<file path="src/rtl/sys_bus_mem_responder_pkg.sv">
// sys_bus_mem_responder_pkg: shared response codes, bus width and FSM state encoding
package sys_bus_mem_responder_pkg;
    localparam int          DATA_W      = 32;
    localparam logic [31:0] RESP_OKAY   = 32'h0;
    localparam logic [31:0] RESP_SLVERR = 32'h1;
    typedef enum logic [2:0] {
        IDLE, RD_MEM, RD_CAP, WR_MEM, WAIT, RD_RESP, WR_RESP
    } state_t;
endpackage

</file>
<file path="src/rtl/sys_bus_mem_responder_timer.sv">
// bus_resp_timer: 8-bit loadable down-counter; done flags the last wait cycle
module bus_resp_timer (
    input  logic       clk,
    input  logic       rst,
    input  logic       i_load,
    input  logic [7:0] i_val,
    input  logic       i_dec,
    output logic       o_done
);
    logic [7:0] r_cnt;
    always_ff @(posedge clk or posedge rst) begin
        if (rst) r_cnt <= 8'd0;
        else if (i_load) r_cnt <= i_val;
        else if (i_dec && r_cnt != 8'd0) r_cnt <= r_cnt - 8'd1;
    end
    assign o_done = r_cnt == 8'd1;
endmodule

</file>
<file path="src/rtl/sys_bus_mem_responder.sv">
// sys_bus_mem_responder: system-bus slave serving one transaction at a time from a
// single-port synchronous SRAM, with optional response delay
module sys_bus_mem_responder
    import sys_bus_mem_responder_pkg::*;
#(
    parameter int         MEM_AW     = 14,
    parameter logic [7:0] RESP_DELAY = 8'd0
) (
    input  logic                clk,
    input  logic                rst,
    input  logic                readAddr_valid,
    input  logic [DATA_W-1:0]   readAddr,
    output logic                readAddr_ready,
    output logic                readData_valid,
    input  logic                readData_ready,
    output logic [DATA_W-1:0]   readData,
    input  logic                writeAddr_valid,
    input  logic [DATA_W-1:0]   writeAddr,
    output logic                writeAddr_ready,
    input  logic                writeData_valid,
    input  logic [DATA_W-1:0]   writeData,
    input  logic [3:0]          writeStrb,
    output logic                writeData_ready,
    output logic                writeResp_valid,
    input  logic                writeResp_ready,
    output logic [DATA_W-1:0]   writeResp_msg,
    output logic                mem_en,
    output logic [3:0]          mem_we,
    output logic [MEM_AW-1:0]   mem_addr,
    output logic [DATA_W-1:0]   mem_wdata,
    input  logic [DATA_W-1:0]   mem_rdata
);
    state_t              r_state, w_next;
    logic [MEM_AW-1:0]   r_addr;
    logic                r_oob, r_is_read;
    logic [DATA_W-1:0]   r_wdata, r_rdata, r_resp;
    logic [3:0]          r_strb;
    logic                w_idle, w_wpair, w_accept, w_access;
    logic                w_load, w_dec, w_done;
    logic [DATA_W-1:0]   w_req_addr;

    assign w_idle     = r_state == IDLE;
    assign w_wpair    = writeAddr_valid & writeData_valid;
    assign w_accept   = w_idle & (w_wpair | readAddr_valid);
    assign w_req_addr = w_wpair ? writeAddr : readAddr;

    // A write needs both address and data present; it takes priority over a read.
    assign writeAddr_ready = w_idle & w_wpair;
    assign writeData_ready = w_idle & w_wpair;
    assign readAddr_ready  = w_idle & readAddr_valid & ~w_wpair;
    assign readData_valid  = r_state == RD_RESP;
    assign writeResp_valid = r_state == WR_RESP;
    assign readData        = r_rdata;
    assign writeResp_msg   = r_resp;

    assign w_access  = (r_state == RD_MEM || r_state == WR_MEM) && !r_oob;
    assign mem_en    = w_access;
    assign mem_we    = (r_state == WR_MEM && !r_oob) ? r_strb : 4'd0;
    assign mem_addr  = w_access ? r_addr : '0;
    assign mem_wdata = r_state == WR_MEM ? r_wdata : '0;

    bus_resp_timer u_timer (
        .clk    (clk),
        .rst    (rst),
        .i_load (w_load),
        .i_val  (RESP_DELAY),
        .i_dec  (w_dec),
        .o_done (w_done)
    );

    always_comb begin
        w_next = r_state;
        w_load = 1'b0;
        w_dec  = 1'b0;
        case (r_state)
            IDLE:    w_next = w_wpair ? WR_MEM : readAddr_valid ? RD_MEM : IDLE;
            RD_MEM:  w_next = RD_CAP;
            RD_CAP, WR_MEM: begin
                w_load = 1'b1;
                w_next = RESP_DELAY != 8'd0 ? WAIT : r_state == RD_CAP ? RD_RESP : WR_RESP;
            end
            WAIT: begin
                w_dec  = 1'b1;
                w_next = w_done ? (r_is_read ? RD_RESP : WR_RESP) : WAIT;
            end
            RD_RESP: w_next = readData_ready ? IDLE : RD_RESP;
            WR_RESP: w_next = writeResp_ready ? IDLE : WR_RESP;
            default: w_next = IDLE;
        endcase
    end

    always_ff @(posedge clk or posedge rst) begin
        if (rst) begin
            r_state   <= IDLE;
            r_addr    <= '0;
            r_oob     <= 1'b0;
            r_is_read <= 1'b0;
            r_wdata   <= '0;
            r_strb    <= 4'd0;
            r_rdata   <= '0;
            r_resp    <= '0;
        end else begin
            r_state <= w_next;
            if (w_accept) begin
                r_addr    <= w_req_addr[MEM_AW+1:2];
                r_oob     <= (w_req_addr >> (MEM_AW + 2)) != '0;
                r_is_read <= ~w_wpair;
                r_wdata   <= writeData;
                r_strb    <= writeStrb;
            end
            if (r_state == RD_CAP) r_rdata <= r_oob ? '0 : mem_rdata;
            if (r_state == WR_MEM) r_resp <= r_oob ? RESP_SLVERR : RESP_OKAY;
        end
    end
endmodule

</file>
<file path="config.mk">
export PLATFORM = sky130hd
export DESIGN_NAME = sys_bus_mem_responder
export DESIGN_NICKNAME = d
export VERILOG_FILES = /design/src/rtl/sys_bus_mem_responder_pkg.sv /design/src/rtl/sys_bus_mem_responder_timer.sv /design/src/rtl/sys_bus_mem_responder.sv
export SDC_FILE = /design/constraint.sdc
export NUM_CORES = 1
export LEC_CHECK = 0
export BUFFER_PORTS_ARGS = -buffer_cell sky130_fd_sc_hd__buf_4
export CORE_ASPECT_RATIO = 1.5
export CORE_MARGIN = 5
export CORE_UTILIZATION = 41
export CTS_CLUSTER_DIAMETER = 120
export DETAILED_ROUTE_END_ITERATION = 10
export PLACE_DENSITY = 0.78
export SYNTH_ARGS = -nofsm -noshare
export SYNTH_HDL_FRONTEND = slang
export SYNTH_SLANG_ARGS = --single-unit
</file>
<file path="constraint.sdc">
create_clock -name clk -period 2.78 [get_ports clk]
set_input_delay 0.278 -clock clk [delete_from_list [all_inputs] [get_ports clk]]
set_output_delay 0.278 -clock clk [all_outputs]
set_load 0.05 [all_outputs]
</file>
==> results by group, run 1 <==
STA
  • Slew Viols, Final: 0
  • Period minus WS final: 2190 ps
  • Top achievable clock speed: 456 MHz
  • Crit share post-route: 0.788
  • Worst-margin pin slew: 849 ps
  • Final hold violation count: 0
  • RSZ-0062 raised after global routing: false
  • Clk_skew: 6.41 ps
  • Setup violations, final: 0
  • Setup TNS: 0 ps
  • Slew HR: 0.433

Cells and area
  • Fraction of layout cells with a size suffix above 1: 0.431
  • Most common cell after layout, fill and taps aside: buf_4
  • Fin cells: 830
  • Commonest non-fill, non-tap cells in the layout: 232 x buf_4, 96 x dfrtp_1, 39 x nand2_1
  • Multi-input gate area: 2070 um2
  • # diodes: 0
  • Area grow syn2layout: 42.3%
  • Filler cells: 983
  • FF/Latch Area: 2400 um2
  • Final #Nets: 817

Clocking
  • Clk root buf: clkbuf_16
  • Worst-case clock buffer depth: 2
  • Clk sinks: 96
  • Clk_lat worst skew: 330 ps
  • Setup Buffers After CTS: 0
  • CTS tree: done
  • Htree depth: 3
  • Clock buffer count from CTS: 9
  • CTS resizes: 0
  • Hold Buf Count CTS: 0
  • Clock transition at path regs: 70 ps

Detailed routing
  • Final WL: 13,400 um
  • Iteration count of the initial detailed-routing pass: 4
  • DR WL/cell: 16.1 um
  • Post-route antenna net violation count: 0
  • DRC Markers: 0
  • DR vias/cell: 4.82
  • Vias: 4,001
  • Initial drt markers: 84

Setup path
  • R2R depth: 4
  • Crit end category: output port
  • Worst path cell trace: nor2b_2, buf_4, and3_1, buf_4
  • WP data required: 2500 ps
  • Nature of the critical path startpoint: register
  • CP dominant cell by count: buf_4
  • Slowest-stage cell, CP: dfrtp_1
  • CP Class: register to output port
  • Worst Path Arrival: 1910 ps
  • Worst stage delay on the critical path: 490 ps
  • CP max FO: 34
  • Levels on crit path: 4
  • Bufs and invs on worst path: 2
  • Kind of cell adding the most delay to the critical path: buffers and inverters

Job
  • Number of max-cap violations: 0

Synthesis
  • Post-synth top area share: 0.507
  • Synth cell types: 38
  • Synthesized-area fraction occupied by adder cells: 0.00792
  • Simple-Gate Fraction of Synth Area: 0.202
  • Post-Syn Area: 4740 um2
  • Compound-cell area share of the yosys netlist: 0.0776
  • XOR/XNOR share of the synthesized area: 0.00370
  • Largest family of logic cells by synthesized area: simple AND/OR/NAND/NOR gates
  • Mux contribution to synthesized area: 0.120
  • EDFF count, synth: 0
  • Asr flop ratio synth: 1.00
  • Synth top area cells: dfrtp_1 51%, mux2_2 8.8%, buf_4 5.1%
  • YS warnings: 0
  • Yosys reg bits: 96
  • Synth area leader: dfrtp_1
  • Syn Area/Cell: 10.2 um2
  • Synth Flop Type: dfrtp_1
  • Sequential cell area fraction in the yosys report: 0.507
  • Cells after synthesis: 464

Pwr
  • Net switching power: 2770 uW
  • Clock share of power: 0.186
  • Combinational Power Share: 0.453
  • Seq pwr share: 0.361
  • P_int: 3790 uW
  • Net Sw Frac: 0.422
  • Static leakage power: 0.00337 uW
  • Pwr/cell area: 974 nW/um2
  • Peak VDD IR: 639 uV

GRT
  • Initial antenna violation count: 0
  • Vias in the first global route: 4,135
  • Grt ovf: 0
  • Total GRT Usage: 0.191
  • Wire length of the first global-routing pass: 21,200 um
  • Largest net degree at the start of global routing: 66

Outcome
  • Outcome: completed

Floorplan
  • Die footprint: 13,900 um2
  • Effective utilization at floorplan: 0.415
  • Die span in x: 97.8 um
  • Chip height: 142 um
  • # rows: 48
  • Core ar.: 11,400 um2
  • Boundary Pins: 259

Place
  • Dpl cells: 814
  • Gpl congestion: 0.897
  • Detailed placer's ending HPWL: 10,400 um
  • I/O Buffers: 223

Min path
  • Worst min-delay path class: input port to async pin
## Yosys cell counts, types with 2 or more instances
| master | instances |
|---|---|
| nor3b_1 | 6 |
| nand3_1 | 5 |
| nor2_1 | 19 |
| o311ai_0 | 2 |
| mux2_2 | 37 |
| nor4_1 | 7 |
| o41ai_1 | 2 |
| and3_1 | 34 |
| xor2_1 | 2 |
| ha_1 | 3 |
| nand2_1 | 39 |
| mux2i_1 | 15 |
| buf_4 | 32 |
| clkbuf_1 | 25 |
| dfrtp_1 | 96 |
| nor3_1 | 4 |
| inv_1 | 6 |
| o21ai_0 | 37 |
| and2_1 | 16 |
| a21oi_1 | 20 |
| or4_1 | 2 |
| nand2b_1 | 34 |
| buf_2 | 6 |
## worst paths after layout
check	from	endpoint	slack [ps]
max in group asynchronous	rst	readData[20]	1910
setup / recovery	r_state[1]	mem_wdata[21]	590
hold reg to reg	readData[0]	readData[0]	480
min in group clk	writeData[12]	r_wdata[12]	170
hold / removal	rst	r_wdata[28]	100
setup reg to reg	u_timer.r_cnt[2]	u_timer.r_cnt[7]	770
## per-layer routing
metal / GRT usage / part of all wire / vias to the layer above
met4: 0.0613 / 0.020 / 0
met5: 0 / 0 / -
li1: - / - / 1948
met3: 0.0738 / 0.096 / 17
met1: 0.217 / 0.37 / 1856
met2: 0.330 / 0.51 / 180
## cell type report
class | instances | area share
tap | 150 | 0.0278
timing repair buffer | 233 | 0.261
inverter | 6 | 0.00390
sequential | 96 | 0.356
clock inverter | 6 | 0.0100
multi-input combinational | 329 | 0.307
clock buffer | 10 | 0.0340
## sequential cells by signal, summed over array words and instances, names as in the netlist
| signal | cells |
|---|---|
| r_wdata | 32 |
| readData | 32 |
| r_addr | 14 |
| u_timer.r_cnt | 8 |
| r_strb | 4 |
| r_state | 3 |
| r_is_read | 1 |
| r_oob | 1 |
| writeResp_msg | 1 |
## power groups by stage
| stage | Combinational, uW | Clock [uW] | Sequential (uW) |
|---|---|---|---|
| 2_1_floorplan | 1360 | 0 | 3120 |
| 5_1_grt | 3200 | 1330 | 2450 |
| 3_5_place_dp | 3000 | 0 | 2400 |
| 4_1_cts | 3010 | 1260 | 2370 |
| 6_report | 2970 | 1220 | 2370 |
| 3_3_place_gp | 2940 | 0 | 2350 |
## per-stage QoR
step,total power [uW],cell area [um2],hold slack (ps),setup slack [ps],util
global placement,5290,6450,464,849,0.565
floorplan,4480,4850,426,252,-
finish,6570,6740,103,589,0.591
detailed placement,5400,6450,472,785,0.565
global route,6970,6740,155,420,0.591
CTS,6640,6740,133,551,0.591
## logic make-up after synthesis
group           after synthesis
compound gates               67
other cells                   1
buf+inv                      69
simple gates                174
flops                        96
xor+xnor                      2
fa+ha+maj                     3
mux                          52
## worst reg2reg max path, cell delays in order, from the launching register on
cell and delay (ps):
dfrtp_1 430, or4_4 580, or2_0 240, or4_1 520, a21oi_1 160
No activity file was read; power rests on OpenSTA's default activity.
==> run 2, diff against run 1 <==
--- a/config.mk
+++ b/config.mk
@@ -8,10 +8,10 @@
 export BUFFER_PORTS_ARGS = -buffer_cell sky130_fd_sc_hd__buf_4
 export CORE_ASPECT_RATIO = 1.5
 export CORE_MARGIN = 5
-export CORE_UTILIZATION = 41
+export CORE_UTILIZATION = 45
 export CTS_CLUSTER_DIAMETER = 120
 export DETAILED_ROUTE_END_ITERATION = 10
-export PLACE_DENSITY = 0.78
+export PLACE_DENSITY = 0.81
 export SYNTH_ARGS = -nofsm -noshare
 export SYNTH_HDL_FRONTEND = slang
 export SYNTH_SLANG_ARGS = --single-unit
==> constraint.sdc (replaced) <==
create_clock -name clk -period 2.1 [get_ports clk]
set_input_delay 0.21 -clock clk [delete_from_list [all_inputs] [get_ports clk]]
set_output_delay 0.21 -clock clk [all_outputs]
set_load 0.05 [all_outputs]
==> run 2 against run 1 <==
Power increased by 35%. Global-route usage increased by 2.7 points. Flip-flop and latch count unchanged. Critical path depth unchanged. Core utilization increased by 6.1 points. Cell count decreased by 0.12%. Highest routed layer unchanged. Routed wire length increased by 5.8%. Largest cell class unchanged. Via count increased by 3.3%.
==> results by group, run 2 (same netlist as run 1, synthesis figures left out) <==
Outcome
  • Outcome: completed

STA
  • Period minus WS final: 1990 ps
  • Setup violations, final: 0 (unchanged)
  • Setup TNS: 0 ps (unchanged)
  • Final WS setup: 109 ps (-480 ps)
  • Hold_ws: 104 ps (+0.937 ps)
  • Clk_skew: 6.13 ps (-0.287 ps)
  • Final hold violation count: 0 (unchanged)
  • Top achievable clock speed: 502 MHz
  • Slew Viols, Final: 0 (unchanged)
  • Crit share post-route: 0.948
  • Worst-margin pin slew: 588 ps (-260 ps)
  • Slew HR: 0.604 (+0.171)
  • RSZ-0062 raised after global routing: false

GRT
  • Vias in the first global route: 4,315 (+4.4%)
  • Grt ovf: 0 (unchanged)
  • Largest net degree at the start of global routing: 66 (unchanged)
  • Total GRT Usage: 0.218 (+0.0273)
  • Wire length of the first global-routing pass: 21,500 um (+1.4%)
  • Initial antenna violation count: 0 (unchanged)

Place
  • Gpl congestion: 0.793 (-12%)
  • Detailed placer's ending HPWL: 11,100 um (+7.2%)
  • Pre-CTS setup slack: 126 ps (-659 ps)
  • I/O Buffers: 223 (unchanged)

Detailed routing
  • Final WL: 14,200 um (+5.8%)
  • DR vias/cell: 4.99 (+3.5%)
  • Post-route antenna net violation count: 0 (unchanged)
  • Vias: 4,135 (+3.3%)
  • DR WL/cell: 17.1 um (+5.9%)
  • Initial drt markers: 127 (+51%)
  • DRC Markers: 0 (unchanged)
  • Iteration count of the initial detailed-routing pass: 4 (unchanged)

Cells and area
  • Commonest non-fill, non-tap cells in the layout: 231 x buf_4, 96 x dfrtp_1, 39 x nand2_1
  • Fraction of layout cells with a size suffix above 1: 0.434 (+0.00333)
  • Final #Nets: 821 (+0.49%)
  • Util after Layout: 0.652 (+0.0614)
  • Area grow syn2layout: 44.2%
  • Most common cell after layout, fill and taps aside: buf_4
  • Filler cells: 838 (-15%)
  • Multi-input gate area: 2070 um2 (+0.24%)
  • FF/Latch Area: 2400 um2 (unchanged)

Clocking
  • Clk root buf: clkbuf_16
  • Clock transition at path regs: 70 ps (about the same)
  • Worst-case clock buffer depth: 2 (unchanged)
  • Clk sinks: 96 (unchanged)
  • CTS tree: done
  • Clk_lat worst skew: 330 ps (about the same)
  • Clock buffer count from CTS: 9 (unchanged)
  • Htree depth: 3 (unchanged)
  • Setup Buffers After CTS: 0 (unchanged)

Min path
  • Worst min-delay path class: input port to register
  • Endpoint, Worst Hold: r_wdata[0]
  • Hold Path Depth: 2
  • HP Start: writeData[0]

Setup path
  • Nature of the critical path startpoint: register
  • Slowest-stage cell, CP: dfrtp_1
  • CP max FO: 37 (+8.8%)
  • Bufs and invs on worst path: 2 (unchanged)
  • CP Class: register to output port
  • WP data required: 1890 ps (-610 ps)
  • Kind of cell adding the most delay to the critical path: flip-flops
  • RR Startpoint: u_timer.r_cnt[0]
  • R2R depth: 6 (+2)
  • Worst Path Arrival: 1780 ps (-130 ps)
  • Crit end category: output port
  • Worst stage delay on the critical path: 500 ps (about the same)
  • Worst path cell trace: buf_8, nand2_1, nor3b_1, buf_4
  • Reg2reg end: u_timer.r_cnt[3]
  • R2R setup slack: 120 ps (-650 ps)

Pwr
  • Peak VDD IR: 676 uV (+5.7%)
  • Tot Pwr: 8850 uW (+35%)
  • Static leakage power: 0.00342 uW (+1.5%)
  • Pwr/cell area: 1300 nW/um2 (+33%)

Job
  • Number of max-cap violations: 0 (unchanged)

Floorplan
  • Boundary Pins: 259 (unchanged)
  • Chip height: 136 um (-4.2%)
  • Core ar.: 10,500 um2 (-8.2%)
  • Effective utilization at floorplan: 0.452 (+0.0371)
  • # rows: 46 (-4.2%)
  • Die span in x: 93.8 um (-4.1%)
  • Die footprint: 12,700 um2 (-8.1%)
[run 2: through the flow]
stage,cells,area [um2]
final,829,6830
after global routing,828,6830
after CTS,828,6830
after detailed placement,811,6500
after global placement,811,6500
after floorplan,494,4860
[run 2: repair_timing]
action | 4_1_cts | 5_1_grt
setup endpoints to repair | 1 | 3
hold buffers | 1 | 0
gates resized for setup | 1 | 1
pin swaps | 0 | 0
hold endpoints to repair | 23 | 0
[run 2: area by class of cell]
class / instances / area share
Sequential cell: 96 / 0.352
Timing Repair Buffer: 237 / 0.269
Antenna cell: 1 / 0.000366
Inverter: 6 / 0.00385
Multi-Input combinational cell: 329 / 0.303
Clock buffer: 12 / 0.0375
Clock inverter: 4 / 0.00769
Tap cell: 144 / 0.0264
[run 2: worst register-to-register path: cells and delay by family (launching register included)]
kind | cells | cell delay [ps]
compound gates | 3 | 680
simple gates | 1 | 490
flops | 1 | 410
fa+ha+maj | 1 | 180
buf+inv | 1 | 110
[run 2: where the power goes]
| part | total (uW) | switching (uW) | internal [uW] |
|---|---|---|---|
| clock | 1660 | 668 | 991 |
| combinational | 4040 | 2560 | 1480 |
| sequential | 3160 | 468 | 2690 |
| total | 8850 | 3690 | 5160 |
[run 2: per-layer routing]
layer | vias up | global-route usage | wire length, um
met5 | - | 0 | 0
met4 | 0 | 0.0691 | 267
met3 | 16 | 0.0828 | 1360
met2 | 199 | 0.390 | 7320
met1 | 1957 | 0.235 | 5220
li1 | 1963 | - | -
[run 2: worst max-delay path by stage]
stage                           startpoint               end  slack, ps  cells after the start
after floorplan                 r_state[1]         mem_we[0]       -360                      5
after global placement    u_timer.r_cnt[3]  u_timer.r_cnt[7]        210                      4
after detailed placement  u_timer.r_cnt[0]  u_timer.r_cnt[3]        130                      6
after CTS                       r_state[0]         mem_we[0]         80                      4
after global routing            r_state[0]         mem_we[0]          6                      4
final                           r_state[0]         mem_we[0]        110                      4
